===== src/rtl/uart_pkg.sv =====
// Shared types and defaults for the UART transmitter.
// The PARITY state exists only when UART_TX_PARITY_EN is defined.
package uart_pkg;

    localparam int CLK_HZ_DEF = 12000000;
    localparam int BAUD_DEF   = 9600;

    typedef enum logic [2:0] {
        IDLE   = 3'd0,
        START  = 3'd1,
        DATA   = 3'd2,
`ifdef UART_TX_PARITY_EN
        PARITY = 3'd3,
`endif
        STOP   = 3'd4
    } uart_state_e;

    // Clocks per bit, integer-truncated and never below 2.
    function automatic int clk_div(input int clk_hz, input int baud);
        int d;
        d = clk_hz / baud;
        return (d < 2) ? 2 : d;
    endfunction

    function automatic logic even_parity(input logic [7:0] b);
        return ^b;
    endfunction

endpackage


===== src/rtl/uart_baud_gen.sv =====
// Bit-time generator: one-cycle tick every DIV clocks, restartable by a synchronous clear.
module uart_baud_gen #(
    parameter int DIV = 4
) (
    input  logic clk,
    input  logic rst_n,
    input  logic clr,
    output logic tick,
    output logic tick_next
);

    localparam int            CW   = (DIV > 2) ? $clog2(DIV) : 1;
    localparam logic [CW-1:0] LAST = CW'(DIV - 1);

    logic [CW-1:0] cnt_q, cnt_d;
    logic          tick_q, tick_d;

    // Next count: cleared on request, wrapping at the last clock of the bit.
    always_comb begin
        cnt_d = cnt_q;
        if (clr) begin
            cnt_d = '0;
        end else if (cnt_q == LAST) begin
            cnt_d = '0;
        end else begin
            cnt_d = cnt_q + CW'(1);
        end
        tick_d = (cnt_d == LAST);
    end

    // Counter and tick registers.
    always_ff @(posedge clk or negedge rst_n) begin
        if (!rst_n) begin
            cnt_q  <= '0;
            tick_q <= 1'b0;
        end else begin
            cnt_q  <= cnt_d;
            tick_q <= tick_d;
        end
    end

    assign tick      = tick_q;
    assign tick_next = tick_d;

endmodule


===== src/rtl/uart_tx.sv =====
// 8-bit UART transmitter, LSB first, one stop bit, registered outputs.
// Define UART_TX_PARITY_EN to append an even-parity bit after bit 7.
module uart_tx
    import uart_pkg::*;
#(
    parameter int CLK_HZ = CLK_HZ_DEF,
    parameter int BAUD   = BAUD_DEF
) (
    input  logic       iCE_CLK,
    input  logic       RST_N,
    input  logic [7:0] TX_BYTE,
    input  logic       VALID,
    output logic       READY,
    output logic       BUSY,
    output logic       DONE,
    output logic       TX
);

    localparam int DIV = clk_div(CLK_HZ, BAUD);

    uart_state_e state_q, state_d;
    logic [2:0]  bit_q, bit_d;
    logic [7:0]  shift_q, shift_d;
    logic        tx_q, tx_d;
    logic        ready_q, ready_d;
    logic        busy_q, busy_d;
    logic        done_q, done_d;
    logic        accept_s;
    logic        tick_s;
    logic        tick_next_s;
`ifdef UART_TX_PARITY_EN
    logic        par_q, par_d;
`endif

    assign accept_s = VALID && ready_q;

    // The bit timer restarts on accept so bit edges are locked to the accept edge.
    uart_baud_gen #(.DIV(DIV)) u_baud (
        .clk       (iCE_CLK),
        .rst_n     (RST_N),
        .clr       (accept_s),
        .tick      (tick_s),
        .tick_next (tick_next_s)
    );

    // Next state, shift register and bit index.
    always_comb begin
        state_d = state_q;
        bit_d   = bit_q;
        shift_d = shift_q;
`ifdef UART_TX_PARITY_EN
        par_d   = par_q;
`endif
        case (state_q)
            IDLE: begin
                if (accept_s) begin
                    state_d = START;
                    shift_d = TX_BYTE;
                    bit_d   = 3'd0;
`ifdef UART_TX_PARITY_EN
                    par_d   = even_parity(TX_BYTE);
`endif
                end else begin
                    state_d = IDLE;
                end
            end
            START: begin
                if (tick_s) begin
                    state_d = DATA;
                end else begin
                    state_d = START;
                end
            end
            DATA: begin
                if (tick_s && (bit_q == 3'd7)) begin
`ifdef UART_TX_PARITY_EN
                    state_d = PARITY;
`else
                    state_d = STOP;
`endif
                end else if (tick_s) begin
                    shift_d = {1'b0, shift_q[7:1]};
                    bit_d   = bit_q + 3'd1;
                end else begin
                    state_d = DATA;
                end
            end
`ifdef UART_TX_PARITY_EN
            PARITY: begin
                if (tick_s) begin
                    state_d = STOP;
                end else begin
                    state_d = PARITY;
                end
            end
`endif
            STOP: begin
                if (tick_s) begin
                    state_d = IDLE;
                end else begin
                    state_d = STOP;
                end
            end
            default: begin
                state_d = IDLE;
            end
        endcase
    end

    // Outputs are derived from the next state so they register alongside it.
    always_comb begin
        tx_d    = 1'b1;
        ready_d = (state_d == IDLE);
        busy_d  = (state_d != IDLE);
        done_d  = (state_d == STOP) && tick_next_s;
        case (state_d)
            IDLE:    tx_d = 1'b1;
            START:   tx_d = 1'b0;
            DATA:    tx_d = shift_d[0];
`ifdef UART_TX_PARITY_EN
            PARITY:  tx_d = par_d;
`endif
            STOP:    tx_d = 1'b1;
            default: tx_d = 1'b1;
        endcase
    end

    // State and output registers.
    always_ff @(posedge iCE_CLK or negedge RST_N) begin
        if (!RST_N) begin
            state_q <= IDLE;
            bit_q   <= 3'd0;
            shift_q <= 8'd0;
            tx_q    <= 1'b1;
            ready_q <= 1'b0;
            busy_q  <= 1'b0;
            done_q  <= 1'b0;
`ifdef UART_TX_PARITY_EN
            par_q   <= 1'b0;
`endif
        end else begin
            state_q <= state_d;
            bit_q   <= bit_d;
            shift_q <= shift_d;
            tx_q    <= tx_d;
            ready_q <= ready_d;
            busy_q  <= busy_d;
            done_q  <= done_d;
`ifdef UART_TX_PARITY_EN
            par_q   <= par_d;
`endif
        end
    end

    assign TX    = tx_q;
    assign READY = ready_q;
    assign BUSY  = busy_q;
    assign DONE  = done_q;

endmodule

===== config.mk =====
export PLATFORM = sky130hd
export DESIGN_NAME = uart_tx
export DESIGN_NICKNAME = d
export VERILOG_FILES = /design/src/rtl/uart_pkg.sv /design/src/rtl/uart_baud_gen.sv /design/src/rtl/uart_tx.sv
export SDC_FILE = /design/constraint.sdc
export NUM_CORES = 1
export LEC_CHECK = 0
export CAP_MARGIN = 20
export CORE_MARGIN = 4
export CORE_UTILIZATION = 30
export CTS_BUF_LIST = sky130_fd_sc_hd__clkbuf_8
export CTS_CLUSTER_DIAMETER = 50
export DETAILED_ROUTE_END_ITERATION = 8
export HOLD_SLACK_MARGIN = 0.06
export SYNTH_ARGS = -nofsm -noshare
export SYNTH_HDL_FRONTEND = slang
export SYNTH_SLANG_ARGS = --single-unit

===== constraint.sdc =====
create_clock -name iCE_CLK -period 1.9 [get_ports iCE_CLK]
set_clock_uncertainty 0.2 [all_clocks]
set_input_delay 0.57 -clock iCE_CLK [delete_from_list [all_inputs] [get_ports iCE_CLK]]
set_output_delay 0.57 -clock iCE_CLK [all_outputs]
set_load 0.03 [all_outputs]

# After elaboration in Yosys (flattened, before gate mapping)
# Index checks and enable logic that the tools add are counted.
word_totals:
  ff_bits: 30
  latchBits: 0
  mem_bits_rw: 0
  rom_bits: 0
  output_inout_bits: 4
  word_cells: 49
  n_memories: 0
op_classes:
  n_addsub: 2
  multipliers: 0
  div_mod_pow: 0
  n_lt_le_gt_ge: 0
  n_eq_ne: 12
  shifts: 0
  n_mux: 17
  bitwise_logic: 0
  reduce_logical: 8
op_table:
  columns: ["op", "count"]
  rows:
  - ["8-bit two-way mux", 3]
  - ["11-bit == test, second input constant", 2]
  - ["11-bit two-way mux", 2]
  - ["3-bit two-way mux", 6]
  - ["8-bit one-hot mux with 2 select lines", 1]
  - ["3-bit one-hot mux with 4 select lines", 1]
  - ["11-bit by 1-bit adder with 11-bit output, second input constant", 1]
  - ["3-bit == test, second input constant", 3]
  - ["3-bit by 1-bit == test with 1-bit output, second input constant", 2]
  - ["3-bit by 2-bit == test with 1-bit output, second input constant", 2]
  - ["3-bit logical NOT", 2]
  - ["3-bit one-hot mux with 2 select lines", 1]
  - ["2-bit != test, second input constant", 2]
  - ["4-bit AND reduction", 1]
  - ["3-bit by 1-bit adder with 3-bit output, second input constant", 1]
  - ["1-bit logical AND", 3]
  - ["3-bit nonzero test", 1]
  - ["2-bit two-way mux", 1]
  - ["2-bit by 1-bit != test with 1-bit output, second input constant", 1]
  - ["1-bit one-hot mux with 2 select lines", 1]
  - ["2-bit nonzero test", 1]
  - ["1-bit two-way mux", 1]

# Depth between registers and ports, before layout
# Gate-level depths: netlist of the first run.
depth:
  ltp_word: 6
  depth_mapped: 6
  ltp_nobuf: 6

# Cells and area by module
# A second synthesis of the first run with hierarchy kept.
unflattened:
  hier_cells: 129
  area_unflattened_um2: 1403.8
by_module_without_submodules:
  columns: ["module", "instances", "cells_each", "area_per_inst_um2", "seq_area_each_um2"]
  rows:
  - ["uart_tx", 1, 69, 783.3, 451.7]
  - ["uart_baud_gen", 1, 60, 620.6, 300.3]

# Least setup slack after synthesis of the first run
# OpenSTA, ideal clock, no wires.
synth_path:
  kind: "flip-flop to flip-flop"
  start: "register bit_q[0]"
  end: "register bit_q[0]"
  setup_ns: 0.125
  arrival_time_ns: 1.580
  slack_ns: -0.005
  stages_incl_launch_ff: 6
  cell_sequence: "dfrtp_1 ha_1 ha_1 o32a_1 clkbuf_1 mux2_2"
synth_via:
  elab_chain_cells: 4
  elab_cells_between_ends: 8
synth_rtl:
  columns: ["item", "line", "source"]
  rows:
  - ["start: declaration", "uart_tx.sv:22", "logic [2:0] bit_q, bit_d;"]
  - ["start signal: assignment", "uart_tx.sv:143", "bit_q <= bit_d;"]
  - ["3-bit by 1-bit adder with 3-bit output or 3-bit == test (tied branches)", "uart_tx.sv:83, uart_tx.sv:75", null]
  - ["3-bit two-way mux or 1-bit logical AND (tied branches)", "uart_tx.sv:81, uart_tx.sv:75", null]
  - ["3-bit two-way mux or 2-bit != test (tied branches)", null, null]
  - ["3-bit one-hot mux with 2 select lines or 4-bit AND reduction (tied branches)", null, null]
# Parallel ways exist; a longest one is shown, timed or not. The select of a mux whose other input is x is not followed.
# A chain may end at the register's enable or synchronous reset.

# Worst setup path in the final report of the first run
layout_path:
  start: "register ready_q, in the netlist READY"
  end: "output port READY"
layout_rtl:
  columns: ["item", "line", "source"]
  rows:
  - ["start: declaration", "uart_tx.sv:25", "logic ready_q, ready_d;"]
  - ["start signal: assignment", "uart_tx.sv:146", "ready_q <= ready_d;"]
  - ["end: declaration", "uart_tx.sv:13", "output logic READY,"]
# No word-level cell between the ends.

==> results of run 1 <==
synthesized netlist by cell type (all sizes together) (2+ instances only):
| master | n |
|---|---|
| nor3 | 5 |
| nor2 | 12 |
| and4 | 2 |
| o31a | 2 |
| a21oi | 4 |
| a22o | 3 |
| nand2b | 3 |
| ha | 4 |
| dfrtp | 29 |
| a31oi | 3 |
| inv | 3 |
| nor2b | 2 |
| nand3b | 2 |
| nand3 | 5 |
| nor4 | 4 |
| nand4 | 2 |
| nand2 | 20 |
| a22oi | 7 |
| xnor2 | 5 |
| xor2 | 3 |
| o21ai | 3 |
worst min-delay path by stage:
| stage | start | to | slack (ps) | cells past startpoint |
|---|---|---|---|---|
| finish | shift_q[0]$_DFF_PN0_ | shift_q[0]$_DFF_PN0_ | 270 | 2 |
| global route | shift_q[4]$_DFFE_PN0P_ | shift_q[4]$_DFFE_PN0P_ | 320 | 2 |
| CTS | shift_q[0]$_DFF_PN0_ | shift_q[0]$_DFF_PN0_ | 280 | 2 |
| detailed placement | shift_q[0]$_DFF_PN0_ | shift_q[0]$_DFF_PN0_ | 260 | 2 |
| global placement | shift_q[5]$_DFFE_PN0P_ | shift_q[5]$_DFFE_PN0P_ | 260 | 2 |
| floorplan | RST_N | BUSY$_DFF_PN0_ | 70 | 0 |
routing by layer:
layer  track usage [%]  vias to the layer above
li1                  -                      553
met1              13.8                      565
met2              18.0                       19
met3              3.44                        5
met4              4.90                        0
met5                 0                        -
through the flow:
stage               hold slack (ps)  instance area (um^2)  setup WS (ps)
floorplan                      74.4                  1480           25.6
global placement                263                  1770           -159
detailed placement              262                  1770           -180
CTS                             279                  1860           5.25
global route                    320                  1860           39.5
finish                          274                  1860            116
kinds of logic after synthesis:
kind of cell    count (synthesis)
simple gates                   63
buf+inv                         5
fa+ha+maj                       4
mux                             1
xor+xnor                        8
compound gates                 27
flops                          30
power groups by stage:
stage	Sequential (W)	Clock [W]	Combinational [W]
detailed placement	0.000651	0	0.0000375
floorplan	0.000651	0	0.0000000274
global route	0.000638	0.000567	0.0000417
finish	0.000639	0.000521	0.0000368
global placement	0.000651	0	0.0000368
CTS	0.000639	0.000540	0.0000382
state kept, by name (all words and copies together), names as in the netlist:
signal	count
BUSY	1
DONE	1
READY	1
TX	1
bit_q	3
shift_q	8
state_q	3
u_baud.cnt_q	11
u_baud.tick	1
final cells by class:
type,instances,share of cell area [%]
clock inverters,2,0.470
clock buffers,6,4.44
well taps,67,4.50
flip-flops and latches,30,40.4
inverters,3,0.605
repair buffers,24,11.2
multi-input cells,103,38.4
repair_timing:
action / in CTS / in global routing
pin swaps: 0 / 1
gates resized for setup: 3 / 2
endpoints found under the setup margin: 3 / 8
hold endpoints to repair: 0 / 0
==> Implementation_results.wiki, run 1 <==
{| class="wikitable"
! Metric !! Value
|-
| Status || completed
|-
| Leak pwr || 0.839 nW
|-
| CP startpoint kind || flop
|-
| Postcts setup bufs || 0
|-
| Worst skew pair latency || 280 ps
|-
| R2R Path End || shift_q[6]$_DFFE_PN0P_
|-
| Switching portion of total power || between 20% and 30%
|-
| Power per unit of standard cell area || approximately 640 nW/um^2
|-
| Depth of the worst register-to-register path || 6
|-
| CTS tree || built
|-
| Crit path arrival time || 1010 ps
|-
| Fraction of power consumed by the clock network || 43.5%
|-
| Number of logic stages on the critical path including buffering || 1
|-
| VDD IR max || 0.263 mV
|-
| Post-synthesis xor/xnor area fraction || 4.73%
|-
| Post-Synthesis Cells || 138
|-
| HP Class || reg -> reg
|-
| Number of global-route vias before repair || 1177
|-
| Slew @ Worst Pin || 317 ps
|-
| Antenna violations before repair || 0
|-
| Net count reported at finish || 182
|-
| Worst Setup Path Type || reg -> out
|-
| Placed wire-length estimate after detailed placement || 2.29 mm
|-
| I/O Buffers || 14
|-
| DR pass1 iterations || 4
|-
| Netlist cell types || 44
|-
| Primary FF master, synth || sky130_fd_sc_hd__dfrtp_1
|-
| Total routed wirelength || 3.13 mm
|-
| Peak clock frequency supported by timing || 0.561 GHz
|-
| Worst setup path end || READY
|-
| Cell type contributing the most total cell area after synthesis || sky130_fd_sc_hd__dfrtp_1
|-
| Logic pwr share || between 3 and 4%
|-
| Largest net degree at the start of global routing || 18
|-
| Yosys warning total || 0
|-
| Share of Yosys cell area claimed by the top area cell type || 49.0%
|-
| Number of max-slew violations in the final report || 0
|-
| Post-layout utilization of the core || between 30% and 40%
|-
| Slew margin rel. || approximately four fifths
|-
| Unrepaired setup endpoints after global routing || no
|-
| WP data required || 1130 ps
|-
| Share of cell area taken by muxes after synthesis || 0.761%
|-
| Die ar. || roughly 6100 um^2
|-
| Post-synthesis simple-gate area fraction || 25.3%
|-
| Avg WL per Cell || 13.3 um
|-
| Top-level I/O count || 15
|-
| Number of remaining DRC errors || 0
|-
| Max Used Layer || met4
|-
| First element of the critical path || READY$_DFF_PN0_
|-
| Synth Area in Compound Gates || 13.7%
|-
| Max-capacitance violation count || 0
|-
| Total setup violations reported at the end of the flow || 0
|-
| Register area share after synthesis || 50.8%
|-
| Sequential standard cell area || 752 um^2
|-
| CTS sink cnt || 30
|-
| Share of total power in sequential cells || 53.4%
|-
| Global routing usage summed across all routing layers || 11.2%
|-
| Leading cell types in the layout, fill and taps excluded || 29 x sky130_fd_sc_hd__dfrtp_1, 20 x sky130_fd_sc_hd__nand2_1, 12 x sky130_fd_sc_hd__nor2_1
|-
| Largest delay contributor family on the critical path || buffers and inverters
|-
| Net count after synthesis || 153
|-
| Worst Setup End Kind || primary output
|-
| Internal power of the cells || 0.000946 W
|-
| Met2 routed wirelength || 1.48 mm
|-
| Die Height || 78.2 um
|-
| Share of post-route cells with drive strength above 1 || approximately a fifth
|-
| Synth top area cells || sky130_fd_sc_hd__dfrtp_1 49%, sky130_fd_sc_hd__nand2_1 5.1%, sky130_fd_sc_hd__a22oi_1 3.6%
|-
| Number of CTS-inserted buffers || 5
|-
| GPL Wtd Cong || 0.871
|-
| CTS Hold Bufs || 0
|-
| Wl on met1 || 1.47 mm
|-
| Maximum clock insertion buffer count || 2
|-
| Antenna Nets Post-Route || 0
|-
| Most common cell after layout, fill and taps aside || sky130_fd_sc_hd__dfrtp_1
|-
| # H-tree levels || 2
|-
| Post-Synth Adder-Cell Area || 3.38%
|-
| Placed cell count || ~230
|-
| Routed via count || 1142
|-
| Setup slack, reg-to-reg || approximately 130 ps
|-
| Met3 layer wire length in the routed design || 119 um
|-
| Bufs and invs on worst path || 1
|-
| Post-synthesis to final-layout area growth || 25.8%
|-
| Core area || 4750 um^2
|-
| Post-CTS clock slew at the launch and capture registers of the worst setup and hold paths || 60 ps
|-
| Reg-to-reg startpoint || bit_q[0]$_DFFE_PN0P_
|-
| Largest fanout on the critical path || 2
|-
| Total net switching power || around 0.00025 W
|-
| Series of cell instances along the critical path || dlygate4sd2_1
|-
| Synthesis-stage register bit count || 30
|-
| Number of DRC markers after the initial detailed-route iteration || 37
|-
| Wire length of the first global-routing pass || 5.44 mm
|-
| Highest cell delay on the worst timing path || about 400 ps
|-
| Number of placement rows || 25
|-
| Fill cell total of the finished layout || 478
|-
| Hold violation count in the final report || 0
|-
| Library cell contributing the largest single delay on the critical path || sky130_fd_sc_hd__dlygate4sd2_1
|-
| Finished Layout Cells || 235
|-
| EDFF count, synth || 0
|-
| Period Utilization, post-route || 93.9%
|-
| Total chip power || 0.00120 W
|-
| Clock Root Buffer || sky130_fd_sc_hd__clkbuf_8
|-
| Area of the multi-input gates || 714 um^2
|-
| Shortest clock period the worst path allows after layout || 1780 ps
|-
| Overflow left after global routing || 0
|-
| Async set or reset register ratio after synthesis || 100%
|-
| Average cell area after synthesis || 10.7 um^2
|-
| Overall die width || roughly 78 um
|-
| Combinational family with the most area after synthesis || simple AND/OR/NAND/NOR gates
|-
| Ant. Diodes || 0
|-
| Initial core utilization || 31.1%
|-
| Final total negative setup slack || 0 ps
|-
| Synthesized area || 1480 um^2
|-
| Via-per-instance ratio || 4.86
|}
Power figures use the tool's default switching activity.
==> inputs of run 2 (changes only) <==
==> constraint.sdc (replaced) <==
create_clock -name iCE_CLK -period 1.9 [get_ports iCE_CLK]
set_clock_uncertainty 0.2 [all_clocks]
set_input_delay 0.38 -clock iCE_CLK [delete_from_list [all_inputs] [get_ports iCE_CLK]]
set_output_delay 0.38 -clock iCE_CLK [all_outputs]
set_load 0.03 [all_outputs]
==> Implementation_results.wiki, run 2 (synthesized netlist as in run 1, its figures left out) <==
{| class="wikitable"
! Metric !! Value
|-
| Status || completed
|-
| CTS tree || built
|-
| Antenna violations before repair || 0
|-
| Overall die width || about 78 um
|-
| Initial core utilization || approximately 31%
|-
| Met3 demand-to-capacity share in global routing || 3.90%
|-
| Core area || 4750 um^2
|-
| Met1 track utilization from global routing || a little over an eighth
|-
| Slew margin rel. || 78.0%
|-
| Placed cell count || 226
|-
| Maximum clock insertion buffer count || 2
|-
| Logic pwr share || 2.9%
|-
| Finished Layout Cells || 234
|-
| Ant. Diodes || 0
|-
| Share of post-route cells with drive strength above 1 || a little under a fifth
|-
| Bufs and invs on worst path || 1
|-
| Avg WL per Cell || 13.8 um
|-
| Die ar. || between 6000 and 7000 um^2
|-
| Antenna Nets Post-Route || 0
|-
| Routed via count || between 1000 and 1500
|-
| Largest fanout on the critical path || 1
|-
| Most common cell after layout, fill and taps aside || sky130_fd_sc_hd__dfrtp_1
|-
| Number of CTS-inserted buffers || 5
|-
| Global routing usage summed across all routing layers || 11.6%
|-
| VDD IR max || 0.333 mV
|-
| Overflow left after global routing || 0
|-
| Switching portion of total power || 19.5%
|-
| Series of cell instances along the critical path || clkdlybuf4s50_1
|-
| Met2 global-route usage || between 20% and 30%
|-
| Postcts setup bufs || 0
|-
| Largest net degree at the start of global routing || 13
|-
| Largest registers || u_baud.cnt_q: 11 flops, shift_q: 8 flops
|-
| # H-tree levels || 2
|-
| Period Utilization, post-route || 97.4%
|-
| GPL Wtd Cong || 0.835
|-
| HP Class || in -> async
|-
| Top-level I/O count || 15
|-
| Via-per-instance ratio || 4.98
|-
| Fraction of power consumed by the clock network || 47.9%
|-
| Wire length of the first global-routing pass || 5.64 mm
|-
| Crit path arrival time || between 1000 and 1500 ps
|-
| Number of placement rows || 25
|-
| Largest delay contributor family on the critical path || buffers and inverters
|-
| Number of DRC markers after the initial detailed-route iteration || 37
|-
| CTS sink cnt || 30
|-
| Share of total power in sequential cells || about half
|-
| Placed wire-length estimate after detailed placement || roughly 2.4 mm
|-
| Leak pwr || 0.839 nW
|-
| Internal power of the cells || approximately 0.0010 W
|-
| Most flops, register || u_baud.cnt_q
|-
| Power per unit of standard cell area || 692 nW/um^2
|-
| Highest cell delay on the worst timing path || roughly 670 ps
|-
| I/O Buffers || 14
|-
| Worst skew pair latency || around 280 ps
|-
| Max-capacitance violation count || 0
|-
| First element of the critical path || BUSY$_DFF_PN0_
|-
| Unrepaired setup endpoints after global routing || no
|-
| Die Height || 78.2 um
|-
| Leading cell types in the layout, fill and taps excluded || 29 x sky130_fd_sc_hd__dfrtp_1, 20 x sky130_fd_sc_hd__nand2_1, 12 x sky130_fd_sc_hd__nor2_1, 12 x sky130_fd_sc_hd__clkdlybuf4s50_1, 9 x sky130_fd_sc_hd__buf_4
|-
| Shortest clock period the worst path allows after layout || 1850 ps
|-
| Sequential standard cell area || 752 um^2
|-
| Number of global-route vias before repair || 1243
|-
| Post-synthesis to final-layout area growth || 26.7%
|-
| Peak clock frequency supported by timing || 0.541 GHz
|-
| Number of max-slew violations in the final report || 0
|-
| Fill cell total of the finished layout || 484
|-
| Number of remaining DRC errors || 0
|-
| Total setup violations reported at the end of the flow || 0
|-
| WP data required || between 1000 and 1500 ps
|-
| Library cell contributing the largest single delay on the critical path || sky130_fd_sc_hd__clkdlybuf4s50_1
|-
| Worst Setup End Kind || primary output
|-
| CP startpoint kind || flop
|-
| Reg-to-reg startpoint || u_baud.cnt_q[3]$_DFF_PN0_
|-
| Total routed wirelength || 3.23 mm
|-
| Hold violation count in the final report || 0
|-
| Area of the multi-input gates || 714 um^2
|-
| Clock Root Buffer || sky130_fd_sc_hd__clkbuf_8
|-
| Worst Setup Path Type || reg -> out
|-
| Slew @ Worst Pin || 331 ps
|-
| Post-layout utilization of the core || 39.4%
|-
| Post-CTS clock slew at the launch and capture registers of the worst setup and hold paths || 60 ps
|-
| Layer with the highest usage || met2
|-
| Net count reported at finish || between 150 and 200
|-
| DR pass1 iterations || 4
|-
| Number of flip-flops under the largest register name || 11
|-
| Total net switching power || ~0.00025 W
|}
## run 2: layout make-up
class,instances,area share [%]
clock buffers,5,3.67
clock inverters,3,2.13
well taps,67,4.47
repair buffers,23,10.9
flip-flops and latches,30,40.1
inverters,3,0.600
multi-input cells,103,38.1
## run 2: path summary, 6_finish.rpt
kind / endpoint / slack [ps] / depth (start not counted)
setup reg to reg: u_baud.tick$_DFF_PN0_ / 110 / 4
hold / removal: READY$_DFF_PN0_ / 160 / 1
setup / recovery: BUSY / 50 / 1
hold reg to reg: shift_q[0]$_DFF_PN0_ / 280 / 2
max in group asynchronous: bit_q[1]$_DFFE_PN0P_ / 860 / 2
min in group iCE_CLK: shift_q[0]$_DFF_PN0_ / 280 / 2
## run 2: stage by stage
stage / power, W / TNS [ps] / setup WS, ps / instance area (um^2) / hold slack, ps
4_1_cts: 0.00132 / 0 / 7.54 / 1870 / 160
3_3_place_gp: 0.000687 / 0 / 29.7 / 1760 / 264
5_1_grt: 0.00136 / 0 / 11.6 / 1880 / 175
6_report: 0.00130 / 0 / 50.1 / 1880 / 159
2_1_floorplan: 0.000651 / 0 / 25.6 / 1480 / -116
3_5_place_dp: 0.000689 / -53.7 / -28.9 / 1760 / 263
## run 2: power by group through the flow
stage	registers, W	logic, W	clock network, W
final	0.000639	0.0000371	0.000622
after global routing	0.000638	0.0000415	0.000676
after CTS	0.000639	0.0000386	0.000644
after global placement	0.000651	0.0000366	0
after detailed placement	0.000651	0.0000380	0
after floorplan	0.000651	0.0000000274	0
## run 2: what timing repair did
item / CTS / global route
setup endpoints to repair: 2 / 8
hold buffers: 0 / 0
resized for setup: 2 / 2
pin swaps: 0 / 1
## run 2: layer usage
layer | wire [um] | vias to the layer above
li1 | - | 551
met1 | 1420 | 585
met2 | 1640 | 25
met3 | 131 | 4
met4 | 27 | 0
met5 | 0 | -
